$ cat src/rtl/cpu_pkg.sv
// Shared types and constants for the CPU front end.
package cpu_pkg;

    localparam logic [31:0] DEFAULT_RESET_PC = 32'h0000_0000;

    typedef enum logic [1:0] {
        IDLE,
        WAIT,
        DROP,
        HALT
    } fetch_state_t;

    typedef struct packed {
        logic [31:0] instr;
        logic [31:0] pc;
        logic        misaligned;
    } fetch_entry_t;

endpackage

$ cat src/rtl/fetch_fifo.sv
// Synchronous instruction buffer. A flush empties it and may load one entry in the
// same cycle, which lets a fault marker replace the flushed contents directly.
module fetch_fifo
    import cpu_pkg::*;
#(
    parameter int FIFO_DEPTH = 2
) (
    input  logic         clk,
    input  logic         rst,
    input  logic         flush,
    input  logic         push,
    input  fetch_entry_t push_data,
    input  logic         pop,
    output fetch_entry_t head,
    output logic         full,
    output logic         empty
);

    localparam int          AW        = (FIFO_DEPTH > 1) ? $clog2(FIFO_DEPTH) : 1;
    localparam logic [AW:0] DEPTH_CNT = (AW + 1)'(FIFO_DEPTH);

    fetch_entry_t  mem [FIFO_DEPTH];
    logic [AW-1:0] wr_ptr;
    logic [AW-1:0] rd_ptr;
    logic [AW-1:0] wr_addr;
    logic [AW:0]   count;
    logic          do_push;
    logic          do_pop;

    assign full    = (count == DEPTH_CNT);
    assign empty   = (count == '0);
    assign do_pop  = pop && !empty && !flush;
    // A pop frees the slot the same-cycle push lands in, so a full buffer may do both.
    assign do_push = push && (flush || !full || do_pop);
    assign wr_addr = flush ? '0 : wr_ptr;

    always_ff @(posedge clk) begin
        if (rst) begin
            wr_ptr <= '0;
            rd_ptr <= '0;
            count  <= '0;
        end else if (flush) begin
            rd_ptr <= '0;
            wr_ptr <= do_push ? AW'(1) : '0;
            count  <= do_push ? (AW + 1)'(1) : '0;
        end else begin
            if (do_push) wr_ptr <= wr_ptr + 1'b1;
            if (do_pop)  rd_ptr <= rd_ptr + 1'b1;
            case ({do_push, do_pop})
                2'b10:   count <= count + 1'b1;
                2'b01:   count <= count - 1'b1;
                default: count <= count;
            endcase
        end
    end

    always_ff @(posedge clk) begin
        if (do_push) mem[wr_addr] <= push_data;
    end

    assign head = mem[rd_ptr];

endmodule

$ cat src/rtl/fetch_unit.sv
// Instruction fetch unit: one outstanding imem read at a time, feeding a decode buffer.
// Build option FETCH_ALIGN_TRAP_EN turns misaligned redirects into a fault marker and halts fetch.
module fetch_unit
    import cpu_pkg::*;
#(
    parameter logic [31:0] RESET_PC   = DEFAULT_RESET_PC,
    parameter int          FIFO_DEPTH = 2
) (
    input  logic        i_clk,
    input  logic        i_rst,
    output logic        o_imem_req,
    output logic [31:0] o_imem_addr,
    input  logic        i_imem_ack,
    input  logic [31:0] i_imem_data,
    input  logic        i_redirect,
    input  logic [31:0] i_redirect_pc,
    output logic        o_valid,
    input  logic        i_ready,
    output logic [31:0] o_instr,
    output logic [31:0] o_pc,
    output logic        o_misaligned
);

    fetch_state_t state;
    fetch_state_t state_next;
    logic [31:0]  fetch_pc;
    logic [31:0]  fetch_pc_next;
    logic         stale;
    logic         stale_next;
    logic         outstanding_after;
    logic [31:0]  redirect_target;
    logic         redirect_bad;
    logic         fifo_push;
    logic         fifo_pop;
    logic         fifo_full;
    logic         fifo_empty;
    fetch_entry_t push_entry;
    fetch_entry_t head;

`ifdef FETCH_ALIGN_TRAP_EN
    assign redirect_target = i_redirect_pc;
    assign redirect_bad    = (i_redirect_pc[1:0] != 2'b00);
    assign o_misaligned    = !fifo_empty && head.misaligned;
`else
    logic unused_align_bits;
    assign redirect_target   = {i_redirect_pc[31:2], 2'b00};
    assign redirect_bad      = 1'b0;
    assign o_misaligned      = 1'b0;
    assign unused_align_bits = ^{head.misaligned, i_redirect_pc[1:0]};
`endif

    // A request still in flight after this cycle; HALT remembers it in stale so its ack is dropped.
    assign outstanding_after = ((state == WAIT) || (state == DROP) || stale) && !i_imem_ack;

    always_ff @(posedge i_clk) begin
        if (i_rst) begin
            state    <= IDLE;
            fetch_pc <= RESET_PC;
            stale    <= 1'b0;
        end else begin
            state    <= state_next;
            fetch_pc <= fetch_pc_next;
            stale    <= stale_next;
        end
    end

    always_comb begin
        state_next    = state;
        fetch_pc_next = fetch_pc;
        stale_next    = stale && !i_imem_ack;
        o_imem_req    = 1'b0;
        fifo_push     = 1'b0;
        push_entry    = '{instr: i_imem_data, pc: fetch_pc, misaligned: 1'b0};

        case (state)
            IDLE: begin
                if (!i_rst && !i_redirect && !fifo_full) begin
                    o_imem_req = 1'b1;
                    state_next = WAIT;
                end
            end
            WAIT: begin
                if (i_imem_ack) begin
                    state_next    = IDLE;
                    fifo_push     = 1'b1;
                    fetch_pc_next = fetch_pc + 32'd4;
                end else if (i_redirect) begin
                    state_next = DROP;
                end
            end
            DROP: begin
                if (i_imem_ack) state_next = IDLE;
            end
            HALT: begin
                if (i_redirect) state_next = stale_next ? DROP : IDLE;
            end
            default: state_next = IDLE;
        endcase

        // Redirect wins over ack, pop and any new request.
        if (i_redirect) begin
            fetch_pc_next = redirect_target;
            fifo_push     = 1'b0;
            if (redirect_bad) begin
                state_next = HALT;
                stale_next = outstanding_after;
                fifo_push  = 1'b1;
                push_entry = '{instr: 32'h0, pc: i_redirect_pc, misaligned: 1'b1};
            end
        end
    end

    assign fifo_pop = i_ready && !fifo_empty && !i_redirect;

    fetch_fifo #(
        .FIFO_DEPTH(FIFO_DEPTH)
    ) u_fifo (
        .clk      (i_clk),
        .rst      (i_rst),
        .flush    (i_redirect),
        .push     (fifo_push),
        .push_data(push_entry),
        .pop      (fifo_pop),
        .head     (head),
        .full     (fifo_full),
        .empty    (fifo_empty)
    );

    assign o_imem_addr = fetch_pc;
    assign o_valid     = !fifo_empty;
    assign o_instr     = fifo_empty ? 32'h0 : head.instr;
    assign o_pc        = fifo_empty ? 32'h0 : head.pc;

endmodule

$ cat config.mk
export PLATFORM = sky130hd
export DESIGN_NAME = fetch_unit
export DESIGN_NICKNAME = d
export VERILOG_FILES = /design/src/rtl/cpu_pkg.sv /design/src/rtl/fetch_fifo.sv /design/src/rtl/fetch_unit.sv
export SDC_FILE = /design/constraint.sdc
export NUM_CORES = 1
export LEC_CHECK = 0
export BUFFER_PORTS_ARGS = -buffer_cell sky130_fd_sc_hd__buf_2
export CORE_ASPECT_RATIO = 1.1
export CORE_MARGIN = 1.5
export CORE_UTILIZATION = 53
export CTS_CLUSTER_DIAMETER = 40
export DETAILED_ROUTE_END_ITERATION = 10
export PLACE_DENSITY_LB_ADDON = 0.1
export SETUP_SLACK_MARGIN = 0.2
export SYNTH_ARGS = -nofsm -noshare
export SYNTH_HDL_FRONTEND = slang
export SYNTH_SLANG_ARGS = --single-unit
$ cat constraint.sdc
create_clock -name i_clk -period 8.2 [get_ports i_clk]
set_clock_uncertainty 0.2 [all_clocks]
set_input_delay 1.64 -clock i_clk [delete_from_list [all_inputs] [get_ports i_clk]]
set_output_delay 1.64 -clock i_clk [all_outputs]
set_load 0.02 [all_outputs]
# After elaboration in Yosys (flattened, before gate mapping)
# Memories as Yosys holds them, arrays and structs flattened. A register that Yosys moved wholly into a read port is not among the register bits.
# Index checks and enable logic that the tools add are counted.
op_classes:
  add_sub_neg: 5
  eq_ne: 10
  muxes: 27
  reduce_logical: 25
ops:
  columns: ["cell", "n"]
  rows:
  - ["$mux W32", 5]
  - ["$add A32 B3 Y32 const B", 1]
  - ["$mux W2", 7]
  - ["$mux W1", 13]
  - ["$eq A2 B2 Y1 const B", 4]
  - ["$logic_and A1 B1 Y1", 8]
  - ["$pmux W2 S4", 1]
  - ["$ne A2 B2 Y1 const B", 3]
  - ["$reduce_bool A2 Y1", 3]
  - ["$logic_not A1 Y1", 5]
  - ["$eq A2 B1 Y1 const B", 2]
  - ["$logic_not A2 Y1", 2]
  - ["$pmux W2 S2", 1]
  - ["$reduce_and A2 Y1", 2]
  - ["$reduce_and A4 Y1", 1]
  - ["$ne A3 B3 Y1 const B", 1]
  - ["$reduce_bool A3 Y1", 1]
  - ["$add A1 B1 Y1 const B", 2]
  - ["$add A2 B1 Y2 const B", 1]
  - ["$logic_or A1 B1 Y1", 2]
  - ["$reduce_or A2 Y1", 1]
  - ["$sub A2 B1 Y2 const B", 1]
totals:
  regBits: 39
  ram_bits: 128
  inputBits: 69
  out_inout_bits: 99
  word_cells: 75
  memories: 1
mem_list:
  columns: ["name", "words", "word_bits", "read_ports", "rd_ports_with_merged_regs", "write_ports", "line", "text"]
  rows:
  - ["u_fifo.mem", 2, 64, 1, 1, 1, "fetch_fifo.sv:22", "fetch_entry_t mem [FIFO_DEPTH];"]

# Depth between registers and ports, before layout
logic_depth:
  depth_word: 11
  depth_mapped: 6

# Cells and area by module
# Synthesis repeated with hierarchy kept, for this count alone.
unflattened:
  cells_unflattened: 541
  area_unflattened_um2: 7278.2
by_module_without_submodules:
  columns: ["mod", "n_inst", "cells_per_inst", "area_each_um2", "seq_area_each_um2"]
  rows:
  - ["fetch_fifo", 1, 233, 4929.7, 4003.8]
  - ["fetch_unit", 1, 308, 2348.5, 660.6]

# Worst setup path before layout
# Ideal clock, no wire load.
synth_timing:
  kind: "input port to flip-flop"
  from: "input i_imem_ack"
  to: "memory u_fifo.mem[1][10] (netlist bit) (enable)"
  setup_time_ns: 0.571
  arrival_ns: 6.708
  t_required_ns: 7.429
  path_slack_ns: 0.721
  stages: 4
  path_cell_list: "and3b_1 clkbuf_1 o21ai_0 nor3b_1"
synth_between:
  elab_chain_cells: 6
synth_lines:
  columns: ["element", "line", "text"]
  rows:
  - ["start, declared", "fetch_unit.sv:13", "input logic i_imem_ack,"]
  - ["$mux W1", "fetch_unit.sv:83", "if (i_imem_ack) begin"]
  - ["$mux W1", "fetch_unit.sv:75", "case (state)"]
  - ["$mux W1", "fetch_unit.sv:101", "if (i_redirect) begin"]
  - ["$logic_and A1 B1 Y1", "fetch_fifo.sv:34", "assign do_push = push && (flush || !full || do_pop);"]
  - ["$mux W1", "fetch_fifo.sv:58", "if (do_push) mem[wr_addr] <= push_data;"]
  - ["$mux W1 (not written as such)", "fetch_fifo.sv:58", null]
  - ["end, declared", "fetch_fifo.sv:22", null]
# Every way passes these cells.

# Worst setup path in the final report
layout_timing:
  from: "input i_rst"
  to: "output o_imem_req"
layout_between:
  elab_chain_cells: 5
layout_lines:
  columns: ["element", "line", "text"]
  rows:
  - ["start, declared", "fetch_unit.sv:10", "input logic i_rst,"]
  - ["$logic_not A1 Y1", "fetch_unit.sv:77", "if (!i_rst && !i_redirect && !fifo_full) begin"]
  - ["$logic_and A1 B1 Y1 (2 in a row)", "fetch_unit.sv:77", null]
  - ["$mux W1", "fetch_unit.sv:77", null]
  - ["$mux W1", "fetch_unit.sv:75", null]
  - ["end, declared", "fetch_unit.sv:11", "output logic o_imem_req,"]
# Every way passes these cells.

==> results_dict.tcl <==
set metrics [dict create \
    synth.area.top_cells "edfxtp_1 54%, dfxtp_1 11%, mux2i_1 9.2%" \
    ys_seq_area_share_pct 65.35 \
    status "finished, final reports clean" \
    synthTopCellsByCount "124 x edfxtp_1, 95 x nor2_1, 63 x mux2i_1" \
    yosysWarnings 0 \
    synthMuxAreaShare_pct 9.190 \
    post-route-drc-count 0 \
    io_buffers 160 \
    vias_per_cell 5.545 \
    synthToLayoutAreaGrowth_pct 21.95 \
    synth.distinct_cells 51 \
    synth_top_cell_area_share_pct 54.27 \
    timing.reg2reg.setup_slack_ns 5.23 \
    cp_max_fo 35 \
    synth_top_area_cell "edfxtp_1" \
    synthAdderAreaFrac_pct 0.1823 \
    fp.dieW_um 111.5 \
    grt_usage_pct 20.95 \
    p_leak_nw 3.113 \
    hold_viol 0 \
    synth_cells 541 \
    synth-simple-area-share_pct 14.59 \
    yosysMostFrequentCell "edfxtp_1" \
    worstPathArrival_ns 2.74 \
    setup_viol 0 \
    die_y_um 122.3 \
    r2r_end "u_fifo.mem[1][44]$_DFFE_PP_" \
    diodes 0 \
    rsz0062_at_grt "false" \
    first_pass_iters 5 \
    cts_buffer_depth 2 \
    wl_per_cell_um 16.63 \
    r2r_start "state[0]$_SDFFE_PP0P_" \
    detail-route-antenna-nets 0 \
    end_kind "primary output" \
    cp-startpoint "i_rst" \
    core-area_mm2 0.01264 \
    grt_pass1_wl_um 22280 \
    setup_tns_ns 0 \
    synth_edf_count 124 \
    vias 4780 \
    synth-seq-cells 162 \
    slew_viol_final 0 \
    start_kind "primary input" \
    critPathRequiredTime_ns 6.36 \
    drt-total-wl_um 14340 \
    fin_ws_ns 3.617 \
    fmax_mhz 218.2 \
    grt_max_degree 63 \
    antenna_found_initial 0 \
    layout.nets 762 \
    io_pins 168 \
    criticalPathCategory "in -> out" \
    fin_crit_ns 4.583 \
    numCtsBuffers 17 \
    crit_end "o_imem_req" \
    num_rows 43 \
    clk_pin_slew_ns 0.06 \
    clock_sinks 162 \
    netlist_area_mm2 0.006862 \
    dpl.hpwl_um 9413 \
    synth_xor_area_share_pct 1.532 \
    drt_iter0_drc 272 \
    grt_pass1_vias 4406 \
    cts_tree "yes" \
    synth_compound_area_share_pct 6.090 \
    maxCapViolCount 0 \
    rr_worst_depth 4 \
    initial_core_util_pct 54.27 \
    grt_overflow 0 \
    cts-root-buf "clkbuf_16" \
    synthArstFlopShare_pct 0 \
    synth_area_per_cell_um2 12.68 \
    gp_congestion 0.8232 \
    drive_gt1_share_pct 28.94 \
    ctsHoldBuffers 0 \
    die-area_mm2 0.01364 \
    cts-resized-gates 0 \
    htree_levels 4 \
    timing.final.crit_share_pct 55.90 \
    synth_ff_type "edfxtp_1" \
    synth_top_family_by_area "simple AND/OR/NAND/NOR gates" \
    hp-class "reg -> reg" \
    clk-insertion-delay-late_ns 0.42 \
    relSlewSlack_pct 26.68 \
    irDropWorstVdd_mv 0.1256 \
    post_cts_buffers 0 \
    tightest_slew_ns 1.100 \
    p_per_area_mw_per_mm2 218.5 \
    final_util_pct 66.19 \
    pre_cts_ws_ns 3.602 \
]
## worst max-delay path, cell delays in order
cell    delay [ns]
buf_2         0.30
or2_2         0.43
nor4_1        0.17
buf_2         0.20
## state kept, by name, summed over array words and instances, names as in the netlist, named ones only
name	count
u_fifo.mem	124
o_imem_addr	30
state	2
u_fifo.count	2
stale	1
u_fifo.rd_ptr	1
u_fifo.wr_ptr	1
## layout make-up
type                       instances  area [um2]
inverter                          10       37.54
multi-input combinational        337        2203
timing repair buffer             164       830.8
sequential                       162        4488
clock buffer                      24       525.5
clock inverter                     8       86.33
tap                              157       196.4
fill                             986        4275
## layout by cell type (no fill, tap or decap), types with 9 or more instances in the layout
cell       netlist  final
a211oi_1         9      9
edfxtp_1       124    124
buf_2            0    160
mux2i_1         63     63
nand2_1         21     21
nor2_1          95     94
nand4_1         11     11
clkbuf_16        0     20
a311oi_1        13     13
nor3_1          12     11
inv_1            9      9
dfxtp_1         38     37
## logic make-up (layout without fill, tap and decap cells)
family	Yosys count	in the layout
AOI/OAI and AO/OA	57	57
xor gates and xnor gates	12	12
adders and majority gates	1	1
buffers and inverters	46	206
DFF	162	162
muxes	63	63
other	1	5
and+or+nand+nor	199	199
## through the flow
stage	cells	hold WS (ns)	power (mW)	area [um2]
3_3_place_gp	830	0.2612	1.043	7756
4_1_cts	862	0.2786	1.843	8368
2_1_floorplan	545	0.2507	1.001	6877
6_report	862	0.2743	1.828	8368
3_5_place_dp	830	0.2701	1.047	7756
5_1_grt	862	0.2964	1.888	8368
## routing by layer
metal  routed length (um)  part of all wire, %  track usage [%]  vias to the layer above
li1                     -                    -                -                     2329
met4                  112                 0.78            6.487                        0
met3                  684                  4.8            4.494                       13
met1                 6095                   43            26.56                     2293
met5                    0                    0                0                        -
met2                 7444                   52            36.43                      145
## power breakdown
part	total [mW]	switching (mW)	internal (mW)
clock network	0.800	0.315	0.485
registers	0.927	0.0250	0.902
logic	0.102	0.0623	0.0394
## worst min path at each step
stage / endpoint / from / depth (start not counted)
floorplan: stale$_SDFF_PP0_ / stale$_SDFF_PP0_ / 1
global route: stale$_SDFF_PP0_ / stale$_SDFF_PP0_ / 1
finish: stale$_SDFF_PP0_ / stale$_SDFF_PP0_ / 1
global placement: stale$_SDFF_PP0_ / stale$_SDFF_PP0_ / 1
CTS: stale$_SDFF_PP0_ / stale$_SDFF_PP0_ / 1
detailed placement: stale$_SDFF_PP0_ / stale$_SDFF_PP0_ / 1
(Power assumes the default switching activity.)
